$ cat config.mk
export PLATFORM = sky130hd
export DESIGN_NAME = combi_dmem
export DESIGN_NICKNAME = d
export VERILOG_FILES = /design/src/rtl/combi_dmem.sv
export SDC_FILE = /design/constraint.sdc
export NUM_CORES = 2
export LEC_CHECK = 0
export CAP_MARGIN = 20
export CORE_MARGIN = 5
export CORE_UTILIZATION = 60
export CTS_CLUSTER_DIAMETER = 30
export CTS_CLUSTER_SIZE = 28
export DETAILED_ROUTE_END_ITERATION = 6
export PLACE_DENSITY_LB_ADDON = 0.12
export RECOVER_POWER = 50
export SETUP_SLACK_MARGIN = 0.3
export SLEW_MARGIN = 40
export SYNTH_ARGS = -nofsm -noshare
export SYNTH_HDL_FRONTEND = slang
export SYNTH_SLANG_ARGS = --single-unit
$ cat constraint.sdc
create_clock -name clk -period 6.8 [get_ports clk]
set_clock_uncertainty 0.2 [all_clocks]
set_input_delay 1.02 -clock clk [delete_from_list [all_inputs] [get_ports clk]]
set_output_delay 1.02 -clock clk [all_outputs]
set_load 0.005 [all_outputs]
$ cat src/rtl/combi_dmem.sv
// Data-memory responder for the combi core: byte-enable word RAM behind a
// req/ready handshake with WAIT_CYCLES wait states, plus a sticky result register.
module combi_dmem #(
  parameter int          DEPTH       = 64,
  parameter int          WAIT_CYCLES = 1,
  parameter logic [31:0] RESULT_ADDR = 32'd100
) (
  input  logic        clk,
  input  logic        reset,
  input  logic        req,
  input  logic        we,
  input  logic [31:0] addr,
  input  logic [31:0] wdata,
  input  logic [3:0]  be,
  output logic [31:0] rdata,
  output logic        ready,
  output logic        result_valid,
  output logic [31:0] result_data,
  output logic        err,
  output logic [15:0] store_count,
  output logic [1:0]  state
);

  // Handshake: the requester raises req with we/addr/wdata/be and holds it until
  // ready; ready is a one-cycle pulse and req must be low in the following cycle,
  // otherwise a request still high in IDLE starts a new access.
  localparam int          AW        = $clog2(DEPTH);
  localparam logic [31:0] MEM_BYTES = 32'(4 * DEPTH);
  localparam logic [3:0]  WAIT_LOAD = (WAIT_CYCLES > 0) ? 4'(WAIT_CYCLES - 1) : 4'd0;

  typedef enum logic [1:0] {
    S_IDLE = 2'd0,
    S_WAIT = 2'd1,
    S_RESP = 2'd2
  } state_t;

  state_t      cur;
  state_t      nxt;
  logic [3:0]  cnt;
  logic        we_q;
  logic [31:0] addr_q;
  logic [31:0] wdata_q;
  logic [3:0]  be_q;
  logic        legal;
  logic        do_store;
  logic [AW-1:0] idx;
  logic [31:0] mem [DEPTH];

  assign state    = cur;
  assign legal    = (addr_q[1:0] == 2'b00) && (addr_q < MEM_BYTES);
  assign idx      = addr_q[AW+1:2];
  assign do_store = (cur == S_RESP) && we_q && legal;

  always_ff @(posedge clk or negedge reset) begin
    if (!reset) begin
      cur <= S_IDLE;
    end else begin
      cur <= nxt;
    end
  end

  always_comb begin
    nxt = cur;
    case (cur)
      S_IDLE: if (req) nxt = (WAIT_CYCLES > 0) ? S_WAIT : S_RESP;
      S_WAIT: if (cnt == 4'd0) nxt = S_RESP;
      S_RESP: nxt = S_IDLE;
      default: nxt = S_IDLE;
    endcase
  end

  always_comb begin
    ready = 1'b0;
    rdata = 32'd0;
    if (cur == S_RESP) begin
      ready = 1'b1;
      if (!we_q && legal) rdata = mem[idx];
    end
  end

  // Request fields are captured once in IDLE; later bus changes cannot disturb the access.
  always_ff @(posedge clk or negedge reset) begin
    if (!reset) begin
      we_q    <= 1'b0;
      addr_q  <= 32'd0;
      wdata_q <= 32'd0;
      be_q    <= 4'd0;
      cnt     <= 4'd0;
    end else begin
      if (cur == S_IDLE && req) begin
        we_q    <= we;
        addr_q  <= addr;
        wdata_q <= wdata;
        be_q    <= be;
        cnt     <= WAIT_LOAD;
      end else if (cur == S_WAIT && cnt != 4'd0) begin
        cnt <= cnt - 4'd1;
      end
    end
  end

  always_ff @(posedge clk or negedge reset) begin
    if (!reset) begin
      result_valid <= 1'b0;
      result_data  <= 32'd0;
      err          <= 1'b0;
      store_count  <= 16'd0;
    end else begin
      if (do_store && addr_q == RESULT_ADDR) begin
        result_valid <= 1'b1;
        result_data  <= wdata_q;
      end
      if (do_store && store_count != 16'hFFFF) store_count <= store_count + 16'd1;
      if (cur == S_RESP && !legal) err <= 1'b1;
    end
  end

  // RAM is not reset; a reset forces IDLE so an aborted access never writes.
  always_ff @(posedge clk) begin
    if (do_store) begin
      for (int i = 0; i < 4; i++) begin
        if (be_q[i]) mem[idx][8*i +: 8] <= wdata_q[8*i +: 8];
      end
    end
  end

endmodule

# --- Yosys cells after proc, flatten, opt, wreduce, memory -nomap -nowiden ---
# Memories as Yosys holds them, arrays and structs flattened.
# Index checks and enable logic that the tools add are counted.
totals:
  register_bits: 125
  mem_bits_rw: 2048
  input_bits: 72
  output_inout_bits: 85
  wordCells: 57
  mem_count: 1
mem_list:
  columns: ["name", "words", "word_bits", "read_ports", "rd_clocked_by_memory_dff", "wr", "line", "rtl"]
  rows:
  - ["mem", 64, 32, 1, 0, 1, "47", "logic [31:0] mem [DEPTH];"]
classes:
  addsub: 2
  order_cmp: 1
  eq_ne: 6
  muxes: 20
  n_reduce_logical: 17
ops:
  columns: ["operator", "count"]
  rows:
  - ["$mux W32", 2]
  - ["$eq A32 B7 Y1 const B", 1]
  - ["$lt A32 B9 Y1 const B", 1]
  - ["$add A16 B1 Y16 const B", 1]
  - ["$ne A16 B16 Y1 const B", 1]
  - ["$mux W1", 13]
  - ["$logic_and A1 B1 Y1", 9]
  - ["$mux W4", 2]
  - ["$logic_not A2 Y1", 2]
  - ["$logic_not A4 Y1", 1]
  - ["$mux W2", 2]
  - ["$ne A2 B2 Y1 const B", 2]
  - ["$pmux W2 S2", 1]
  - ["$reduce_bool A4 Y1", 1]
  - ["$sub A4 B1 Y4 const B", 1]
  - ["$eq A2 B1 Y1 const B", 1]
  - ["$eq A2 B2 Y1 const B", 1]
  - ["$logic_not A1 Y1", 2]
  - ["$reduce_and A2 Y1", 1]
  - ["$reduce_bool A2 Y1", 1]

# --- Depth between registers and ports, before layout ---
depth:
  ltp_word: 5
  mapped_depth: 11
  mapped_depth_nobuf: 7

# --- Worst setup path before layout ---
# OpenSTA, ideal clock, no wires.
synth_path:
  path_type: "register to output"
  from: "register addr_q[2]"
  to: "output rdata[22]"
  arrival_ns: 2.130
  required_time_ns: 5.580
  path_slack_ns: 3.450
  stages_incl_launch_ff: 10
  path_buffers: 4
  cell_sequence: "dfrtp_1 > buf_6 > buf_6 > nand2_1 > buf_2 > buf_1 > o22ai_1 > a221oi_1 > o22ai_1 > a2111oi_1"
synth_via:
  elab_chain_len: 5
  elab_cells_between_ends: 6
  classes_between: "order compare: 1; mux: 2; reduce/logical: 2; memory: 1"
synth_lines:
  columns: ["item", "line", "rtl"]
  rows:
  - ["from (decl)", "41", "logic [31:0] addr_q;"]
  - ["from (signal assigned)", "92", "addr_q <= addr;"]
  - ["$lt A32 B9 Y1", "50", "assign legal = (addr_q[1:0] == 2'b00) && (addr_q < MEM_BYTES);"]
  - ["$logic_and A1 B1 Y1", "50", null]
  - ["$logic_and A1 B1 Y1", "77", "if (!we_q && legal) rdata = mem[idx];"]
  - ["$mux W32 (*)", "77", null]
  - ["$mux W32 (*)", "75", "if (cur == S_RESP) begin"]
  - ["to (decl)", "15", "output logic [31:0] rdata,"]
# Mark *: on every way between the ends. The rest lies on a longest branch, timed or not.

# --- Worst setup path after layout ---
layout_path:
  from: "register addr_q[4]"
  to: "output rdata[15]"
# Same word-level chain as after synthesis.

==> summary.md <==
| Metric | Value |
|---|---|
| P per Cell Area | roughly 500 mW/mm^2 |
| Synth Area per Inst | between 15 and 20 sq um |
| DRT Pass-1 Iters | 7 |
| Critical-path cell list | buf_4, buf_12, nor2_1, a22oi_1, a21oi_1, or3_1, nor4_1, clkdlybuf4s50_1 |
| Leakage | between 30 and 40 nW |
| Worst vdd ir | approximately 0.59 mV |
| Register area share after synthesis | 0.766 |
| Total CTS buffers | ~420 |
| Violated checks | design-rule violations, max-capacitance violations, max-slew violations |
| Post-synth ARST share | 0.0575 |
| Yosys reg bits | roughly 2,200 |
| Setup slack, reg-to-reg | approximately 2.2 ns |
| Fmax | between 150 and 200 MHz |
| Die area | 0.148 sq mm |
| Area after DPL | around 0.089 sq mm |
| Area Overhead vs Synth | 22.2% |
| Synth area leaders | edfxtp_1, mux2_2, dfrtp_1 |
| Vias in the first global route | approximately 52,000 |
| Total GRT Usage | 0.363 |
| Mapped Nets | 4,935 |
| Routed len/inst | about 36 um |
| Initial antenna violation count | 9 |
| Int Pwr | between 30 and 40 mW |
| Die W | ~390 um |
| # setup viols final | 0 |
| Worst stage delay on the critical path | 0.93 ns |
| Htree depth | 5 |
| WP data required | ~5.6 ns |
| Number of I/O pins | ~160 |
| Global-route congestion overflow total | 0 |
| Yosys top cell area share | 0.729 |
| Clk_lat worst skew | roughly 0.95 ns |
| Root Driver | clkbuf_16 |
| Post-synth top flop | edfxtp_1 |
| Power share of the sequential group | 0.357 |
| Sw frac | 0.322 |
| Hold slack final | 0.263 ns |
| RR Endpoint | result_data[2]$_DFFE_PN0P_ |
| Hold Crit Start | err$_DFFE_PN0P_ |
| Initial Util | 0.604 |
| Worst Path Class, Setup | reg -> out |
| Largest net degree at the start of global routing | ~120 |
| Max-Cap Viols | 34 |
| Sink Count | 2,173 |
| DR DRC count | ~130 |
| FF-to-FF path depth | 7 |
| Bufs and invs on worst path | 3 |
| Routed Wire Length | about 270 mm |
| Layout net count | about 5,300 |
| Yosys warnings | 0 |
| Buffers on Ports | roughly 160 |
| Post-DR vias/cell | 6.97 |
| GPL Wtd Cong | about 0.9 |
| Hold-critical path depth | 1 |
| Post-route cell area | between 0.1 and 0.15 sq mm |
| Comb power frac | 0.232 |
| Drt first-iter violations | around 8,300 |
| WHS Endpoint | err$_DFFE_PN0P_ |
| Area leader, netlist | edfxtp_1 |
| Mapped Cells | around 4,900 |
| Worst path arrival time | between 5 and 6 ns |
| Top post-synthesis cells by count | edfxtp_1, nor2_1, o22ai_1 |
| Max-slew violation count | 2,005 |
| Switching power | ~17 mW |
| Post-DRT Antenna Nets | 0 |
| Layout cells sized above 1 | 0.264 |
| First-pass GRT wire length | about 380 mm |
| Status | complete, but fails checks |
| Placed insts | about 6,700 |
| Least-Margin Pin Slew | ~3.4 ns |
| DP HPWL | roughly 160 mm |
| Crit Path Max Fanout | between 60 and 70 |
| Routed vias | a little over 50,000 |
| CP startpoint kind | flop |
| # fillers | 8,140 |
| Path type of the worst min-delay path | reg -> reg |
| Clock transition at the registers of the reported paths | approximately 0.05 ns |
| Rows | about 140 |
| Core Footprint | between 0.1 and 0.15 sq mm |
| Maximum clock insertion buffer count | 4 |
| Period utilization | 0.963 |
| CTS tree | done |
| Most frequent cell after synthesis | edfxtp_1 |
| Max-slew headroom | -1.29 |
| Crit Reg-Reg Startpoint | addr_q[2]$_DFFE_PN0P_ |
| RSZ-0062 raised after global routing | false |
| Die Height | approximately 390 um |
| Tmin final | 6.55 ns |
| Final Hold Fails | 0 |
| Final TNS setup | 0 ns |
| Largest delay share family, worst path | simple AND/OR/NAND/NOR gates |
| Synth cell types | ~70 |
| Synth Cell Area | around 0.084 sq mm |
| Final cell count without fillers | about 7,500 |
| Clock share of power | 0.411 |
| Slowest CP cell | nor4_1 |
| Critical Path End Type | output port |
| Number of enable flip-flop cells after synthesis | between 2,000 and 2,500 |
[worst reg2reg max path: stages, from the launching register on]
cell	delay, ns
dfrtp_4	0.96
nand2b_4	0.59
nor2_1	0.71
nand2_1	0.43
buf_4	0.34
nor4b_4	0.55
buf_12	0.26
mux2_2	0.48
[repair_timing]
item	4_1_cts	5_1_grt
buffers inserted	0	0
gates resized for setup	1	0
endpoints found under the hold margin	66	0
endpoints found under the setup margin	1	0
hold buffers	1	0
[layer usage]
layer | vias up | GRT usage | routed length (um)
li1 | 20500 | - | -
met1 | 26000 | 0.481 | 94000
met2 | 4478 | 0.527 | 118000
met3 | 940 | 0.132 | 38300
met4 | 10 | 0.204 | 18200
met5 | - | 0.00496 | 241
[power by group through the flow]
stage | clock network, mW | logic (mW) | registers (mW)
6_report | 21.2 | 11.9 | 18.4
3_5_place_dp | 0 | 11.4 | 18.4
5_1_grt | 22.0 | 12.1 | 18.5
3_3_place_gp | 0 | 11.2 | 18.3
2_1_floorplan | 0 | 6.39 | 18.1
4_1_cts | 21.2 | 11.5 | 18.1
[registers in the layout, summed over array words and instances (netlist names)]
signal / count
cnt: 4
be_q: 4
wdata_q: 32
store_count: 16
result_data: 32
we_q: 1
addr_q: 32
mem: 2048
state: 2
result_valid: 1
err: 1
[through the flow]
step,power [mW],util,setup WS [ns]
2_1_floorplan,24.5,-,3.45
3_3_place_gp,29.5,0.630,1.16
3_5_place_dp,29.8,0.634,1.29
4_1_cts,50.8,0.738,0.350
5_1_grt,52.5,0.738,0.332
6_report,51.5,0.738,0.250
[cells in the final DEF, fill, tap and decap left out, types with 25 or more instances in the layout]
cell,n
mux2_2,286
a22oi_1,61
o21ai_0,117
clkdlybuf4s50_1,154
o22ai_1,315
inv_6,29
nor2_1,170
clkinv_1,44
bufinv_16,77
mux4_2,126
o221ai_1,173
a21oi_1,141
a221oi_1,25
clkinvlp_4,62
mux2i_1,187
dfrtp_1,115
clkbuf_1,58
buf_4,80
edfxtp_1,2048
clkinv_2,57
nor2_2,210
nand2_1,215
clkbuf_16,424
clkinv_4,25
[cell type report]
cell class | instances | area, sq um | area share
clock buffers | 463 | 10800 | 0.105
diodes | 6 | 15.0 | 0.000146
clock inverters | 296 | 3750 | 0.0364
inverters | 9 | 42.5 | 0.000413
flip-flops and latches | 2173 | 64600 | 0.627
multi-input cells | 2344 | 18700 | 0.182
repair buffers | 288 | 2780 | 0.0270
well taps | 1876 | 2350 | 0.0228
[kinds of logic (layout without fill, tap and decap cells)]
family          count (synthesis)  count (layout)  share of synthesized area
compound gates                978             978                     0.0795
xor+xnor                       17              17                    0.00176
fa+ha+maj                       2               2                   0.000297
buf+inv                       344            1056                     0.0205
flops                        2173            2173                      0.766
mux                           599             599                     0.0940
other cells                     0               6                          0
simple gates                  748             748                     0.0380
[how the worst max path moves through the flow]
stage / from / end / slack (ns) / depth (start not counted)
floorplan: addr_q[2]$_DFFE_PN0P_ / rdata[22] / 3.45 / 9
global placement: addr_q[2]$_DFFE_PN0P_ / rdata[7] / 1.16 / 7
detailed placement: addr_q[3]$_DFFE_PN0P_ / rdata[6] / 1.29 / 9
CTS: addr_q[2]$_DFFE_PN0P_ / rdata[6] / 0.35 / 9
global route: addr_q[2]$_DFFE_PN0P_ / rdata[6] / 0.33 / 9
finish: addr_q[4]$_DFFE_PN0P_ / rdata[15] / 0.25 / 8
No activity file was read; power rests on OpenSTA's default activity.
